## src/rtl/afe_spi_master.sv

```systemverilog
// ---------------------------------------------------------------------------
// afe_spi_master
//
// Serial write engine for the AFE attenuator/control ports. A word accepted on
// the wrValid/wrReady handshake is shifted MSB-first to every AFE selected in
// wrSel at the same time, followed by a latch-enable pulse. Each serial clock
// half period, the LE setup time and the LE pulse each last HALF_PERIOD
// sysClk cycles.
//
// Ports:
//   sysClk       system clock (~100 MHz)
//   sysReset_n   synchronous, active-low reset
//   wrValid      write request
//   wrReady      engine idle and able to accept a request
//   wrData       word to shift, MSB first
//   wrSel        bitmask of target AFEs; an all-zero mask consumes the request
//                with no pin activity
//   doneStrobe   one-cycle pulse when a write completes
//   busy         transaction in progress
//   AFE_SPI_CLK  serial clock per AFE
//   AFE_SPI_SDI  serial data per AFE
//   AFE_SPI_LE   latch enable per AFE
//
// All outputs are registered: the combinational process computes the next
// state and decodes the next pin values from it, so every pin comes straight
// from a flop.
// ---------------------------------------------------------------------------
module afe_spi_master #(
    parameter int AFE_COUNT   = 2,
    parameter int DATA_WIDTH  = 16,
    parameter int HALF_PERIOD = 50
) (
    input  logic                  sysClk,
    input  logic                  sysReset_n,
    input  logic                  wrValid,
    output logic                  wrReady,
    input  logic [DATA_WIDTH-1:0] wrData,
    input  logic [AFE_COUNT-1:0]  wrSel,
    output logic                  doneStrobe,
    output logic                  busy,
    output logic [AFE_COUNT-1:0]  AFE_SPI_CLK,
    output logic [AFE_COUNT-1:0]  AFE_SPI_SDI,
    output logic [AFE_COUNT-1:0]  AFE_SPI_LE
);

    // The half-period counter is sized for the largest legal HALF_PERIOD.
    localparam int HP_W  = 10;
    localparam int BIT_W = (DATA_WIDTH > 1) ? $clog2(DATA_WIDTH) : 1;

    localparam logic [HP_W-1:0]  HP_LOAD  = HP_W'(HALF_PERIOD - 1);
    localparam logic [BIT_W-1:0] BIT_LOAD = BIT_W'(DATA_WIDTH - 1);

    generate
        if (HALF_PERIOD < 2 || HALF_PERIOD > 1023) begin : g_bad_half_period
            $fatal(1, "afe_spi_master: HALF_PERIOD must be in 2..1023");
        end
    endgenerate

    typedef enum logic [2:0] {
        IDLE,
        BIT_LO,
        BIT_HI,
        LE_SETUP,
        LE_HIGH
    } state_t;

    state_t                 state, state_next;
    logic [HP_W-1:0]        hp_cnt, hp_cnt_next;
    logic [BIT_W-1:0]       bit_cnt, bit_cnt_next;
    logic [DATA_WIDTH-1:0]  data_q, data_next;
    logic [AFE_COUNT-1:0]   sel_q, sel_next;

    logic                   accept;
    logic                   ready_next;
    logic                   busy_next;
    logic                   done_next;
    logic [AFE_COUNT-1:0]   clk_next;
    logic [AFE_COUNT-1:0]   sdi_next;
    logic [AFE_COUNT-1:0]   le_next;

    // wrReady is high only in IDLE, so this also qualifies on the state.
    assign accept = wrValid && wrReady && (|wrSel);

    // -----------------------------------------------------------------------
    // Next-state and next-output decode
    // -----------------------------------------------------------------------
    always_comb begin
        // NOTE: every signal driven here gets a default first, so no path
        // through the case statement can leave one unassigned and infer a latch.
        state_next   = state;
        hp_cnt_next  = hp_cnt;
        bit_cnt_next = bit_cnt;
        data_next    = data_q;
        sel_next     = sel_q;
        done_next    = 1'b0;

        unique case (state)
            IDLE: begin
                if (accept) begin
                    state_next   = BIT_LO;
                    hp_cnt_next  = HP_LOAD;
                    bit_cnt_next = BIT_LOAD;
                    data_next    = wrData;
                    sel_next     = wrSel;
                end
            end

            BIT_LO: begin
                if (hp_cnt == '0) begin
                    state_next  = BIT_HI;
                    hp_cnt_next = HP_LOAD;
                end else begin
                    hp_cnt_next = hp_cnt - 1'b1;
                end
            end

            BIT_HI: begin
                if (hp_cnt == '0) begin
                    hp_cnt_next = HP_LOAD;
                    if (bit_cnt == '0) begin
                        state_next = LE_SETUP;
                    end else begin
                        // The next bit appears on SDI in the same cycle CLK falls.
                        state_next   = BIT_LO;
                        bit_cnt_next = bit_cnt - 1'b1;
                    end
                end else begin
                    hp_cnt_next = hp_cnt - 1'b1;
                end
            end

            LE_SETUP: begin
                if (hp_cnt == '0) begin
                    state_next  = LE_HIGH;
                    hp_cnt_next = HP_LOAD;
                end else begin
                    hp_cnt_next = hp_cnt - 1'b1;
                end
            end

            LE_HIGH: begin
                if (hp_cnt == '0) begin
                    state_next = IDLE;
                    done_next  = 1'b1;
                end else begin
                    hp_cnt_next = hp_cnt - 1'b1;
                end
            end

            default: begin
                state_next = IDLE;
            end
        endcase

        // Pin values for the state being entered. The bit counter parks at 0
        // after the LSB, so SDI holds the LSB through LE_SETUP and LE_HIGH.
        ready_next = (state_next == IDLE);
        busy_next  = (state_next != IDLE);
        clk_next   = (state_next == BIT_HI)  ? sel_next : '0;
        le_next    = (state_next == LE_HIGH) ? sel_next : '0;
        sdi_next   = (busy_next && data_next[bit_cnt_next]) ? sel_next : '0;
    end

    // -----------------------------------------------------------------------
    // Control and output registers
    // -----------------------------------------------------------------------
    // NOTE: sequential state uses non-blocking assignments so every flop
    // samples the values from before the clock edge, independent of order.
    always_ff @(posedge sysClk) begin
        if (!sysReset_n) begin
            state       <= IDLE;
            hp_cnt      <= '0;
            bit_cnt     <= '0;
            wrReady     <= 1'b1;
            busy        <= 1'b0;
            doneStrobe  <= 1'b0;
            AFE_SPI_CLK <= '0;
            AFE_SPI_SDI <= '0;
            AFE_SPI_LE  <= '0;
        end else begin
            state       <= state_next;
            hp_cnt      <= hp_cnt_next;
            bit_cnt     <= bit_cnt_next;
            wrReady     <= ready_next;
            busy        <= busy_next;
            doneStrobe  <= done_next;
            AFE_SPI_CLK <= clk_next;
            AFE_SPI_SDI <= sdi_next;
            AFE_SPI_LE  <= le_next;
        end
    end

    // NOTE: the latched word and mask carry no reset; they are only observed
    // through pins that are gated by the state, which is reset.
    always_ff @(posedge sysClk) begin
        data_q <= data_next;
        sel_q  <= sel_next;
    end

endmodule

```

## config.mk

```make
export PLATFORM = sky130hd
export DESIGN_NAME = afe_spi_master
export DESIGN_NICKNAME = d
export VERILOG_FILES = /design/src/rtl/afe_spi_master.sv
export SDC_FILE = /design/constraint.sdc
export NUM_CORES = 1
export LEC_CHECK = 0
export ABC_AREA = 1
export ABC_CLOCK_PERIOD_IN_PS = 2500
export CORE_ASPECT_RATIO = 1.5
export CORE_MARGIN = 2
export CORE_UTILIZATION = 45
export DETAILED_ROUTE_END_ITERATION = 16
export PLACE_DENSITY = 0.67
export SLEW_MARGIN = 20
export SYNTH_ARGS = -nofsm -noshare
export SYNTH_HDL_FRONTEND = slang
export SYNTH_SLANG_ARGS = --single-unit
```

## constraint.sdc

```tcl
create_clock -name sysClk -period 2.5 [get_ports sysClk]
set_input_delay 0.25 -clock sysClk [delete_from_list [all_inputs] [get_ports sysClk]]
set_output_delay 0.25 -clock sysClk [all_outputs]
set_load 0.01 [all_outputs]
```

==> flow_summary.toml <==
[timing]
hold_ws_ps = 456
min_period_ps = 2150
worst_pin_slew_ps = 505
min_period_over_period = 0.861
fin_ws_ps = 348
drv_slew = 0
fmax_mhz = 465
rsz0062_at_grt = "false"
setup_tns_ps = 0
hold_viol = 0
slew_headroom = 0.660
finClkSkew_ps = 7.81
setup_viol_count_final = 0

[finish]
final_cell_mix = "nand2_1, dfxtp_1, nand3_1, inv_1, clkdlybuf4s50_1"
layout.nets = 354
area_delta_synth_final_pct = 20.1
final_cell_area_sq_um = 2500
num_antenna_cells = 0
mostFrequentLayoutCell = "nand2_1"
final_core_util = 0.559
fin_cells = 379
drive_gt1_frac = 0.0937

[worst_setup_path]
cp-start-kind = "flip-flop"
cp_num_buf_inv = 3
arrival_ps = 2330
critPathRequiredTime_ps = 2680
crit_path_frequent_cell = "nand3_1"
crit_family = "simple AND/OR/NAND/NOR gates"
end_kind = "flip-flop"
crit_chain = "inv_1, ha_1, nand3_2, nor2_8, nand2_4, inv_2, nand2_1, nand3_1, nand2_1, o21ai_1, inv_1, nand3_1, nand3_1, nand3_1, nor2_1"
crit_path_top_delay_cell = "dfxtp_1"
cpPeakStageDelay_ps = 300
crit_type = "reg -> reg"
crit_fanout = 9
reg2reg_slack_ps = 350

[place]
place_congestion = 0.896
hpwl_um = 3520
port_buffers = 29
dp.cells = 372
place_ws_ps = 275
placed_area_sq_um = 2410

[pwr]
switching_share = 0.403
comb_power_share = 0.425
cellInternalPower_mw = 1.45
p_leak_nw = 1.15
power.switching_mw = 0.978
ir_worst_vdd_uv = 526
p_total_mw = 2.43
pwr-share-clk = 0.178
powerDensity_nw_per_um2 = 973
pwr-share-seq = 0.397

[logic_synthesis]
synth_ff_type = "dfxtp_1"
synth.distinct_cells = 33
synthCells = 297
synth_seq_cells = 44
seq_area_frac_synth = 0.424
yosysTopAreaCell = "dfxtp_1"
synth_fp_nets = 320
synth_edf_count = 0
netlist.area_leader.share = 0.424
synth_warnings = 0
syn_area_sq_um = 2080
ys_top_cells_by_area = "dfxtp_1, nand2_1, nand3_1, inv_1, nor2_1"
async_reset_ff_frac = 0
syn_avg_cell_area_sq_um = 7.00

[routing]
wl_met2_um = 2500
post_drt_via_cell_ratio = 5.03
highest_layer = "met4"
met1_length_um = 1700
dr.pass1.iters = 4
vias = 1905
antenna_left = 0
route.met3.wl_um = 111
drc = 0
first_iter_violations = 21
wl_per_cell_um = 11.6
wl_um = 4410

[clocking]
cts.sink_count = 44
clkTransAtPathRegs_ps = 80
hold_buffers = 0
htreeDepth = 2
clock_latency_ps = 300
clock_path_buffers = 2
cts_made_buffers = 5
cts-root-buf = "clkbuf_8"
cts_setup_buffers = 0
cts_resized = 0
cts_tree = "yes"

[global_routing]
grt-ovfl-total = 0
track_usage = 0.194
grt_pass1_wl_um = 7620
grt_max_degree = 20
grt_pass1_vias = 1820
antenna_found_initial = 0

[die]
ioPinCount = 30
die_area_sq_um = 5190
die_h_um = 87.2
fp.dieW_um = 59.5
start_util = 0.465
rows = 30
core_sq_um = 4470

[run_status]
status = "complete, no violations"

[min_path]
hold_class = "reg -> reg"

[run]
maxCapViolCount = 0
-- routing by layer --
metal,track usage,vias up
met4,0.0930,0
li1,-,1007
met5,0,-
met3,0.0357,10
met2,0.372,28
met1,0.191,860
-- logic make-up (layout without fill, tap and decap cells) --
family          Yosys count  in the layout  share of synthesized area
simple gates            180            180                      0.390
compound gates           27             27                     0.0795
buf+inv                  40             74                     0.0777
fa+ha+maj                 2              2                     0.0120
xor+xnor                  4              4                     0.0169
flops                    44             44                      0.424
-- registers in the layout, indices dropped and copies added, names as in the netlist --
| register | count |
|---|---|
| state | 3 |
| data_q | 16 |
| wrReady | 1 |
| hp_cnt | 10 |
| busy | 1 |
| AFE_SPI_SDI | 2 |
| AFE_SPI_CLK | 2 |
| doneStrobe | 1 |
| sel_q | 2 |
| AFE_SPI_LE | 2 |
| bit_cnt | 4 |
-- worst min-delay path, cell delays in order (launching register included) --
cell,delay (ps)
dfxtp_1,310
nand2_1,50
nand2_1,70
-- final cells by class --
type | count | area (sq um)
tap | 48 | 60.1
fill | 453 | 1970
multi-input combinational | 213 | 1040
timing repair buffer | 30 | 298
clock inverter | 2 | 12.5
inverter | 37 | 140
clock buffer | 5 | 68.8
sequential | 44 | 881
-- Yosys cell counts, drive strengths merged, types with 3 or more instances --
library cell / n
a21oi: 9
buf: 3
dfxtp: 44
inv: 35
nand2: 99
nand3: 39
nor2: 32
nor3: 4
o21ai: 12
-- path summary, 6_finish.rpt --
kind / startpoint / end / cells after the start
setup reg to reg: hp_cnt[0] / AFE_SPI_SDI[1] / 15
hold / removal: data_q[3] / data_q[3] / 2
hold reg to reg: data_q[3] / data_q[3] / 2
setup / recovery: hp_cnt[0] / AFE_SPI_SDI[1] / 15
-- power by group through the flow --
stage	combinational, mW	sequential, mW	clock [mW]
finish	1.03	0.965	0.431
global route	1.18	0.984	0.471
CTS	1.05	0.966	0.448
detailed placement	1.04	0.981	0
global placement	1.03	0.977	0
floorplan	0.794	0.970	0
(Power assumes the default switching activity.)
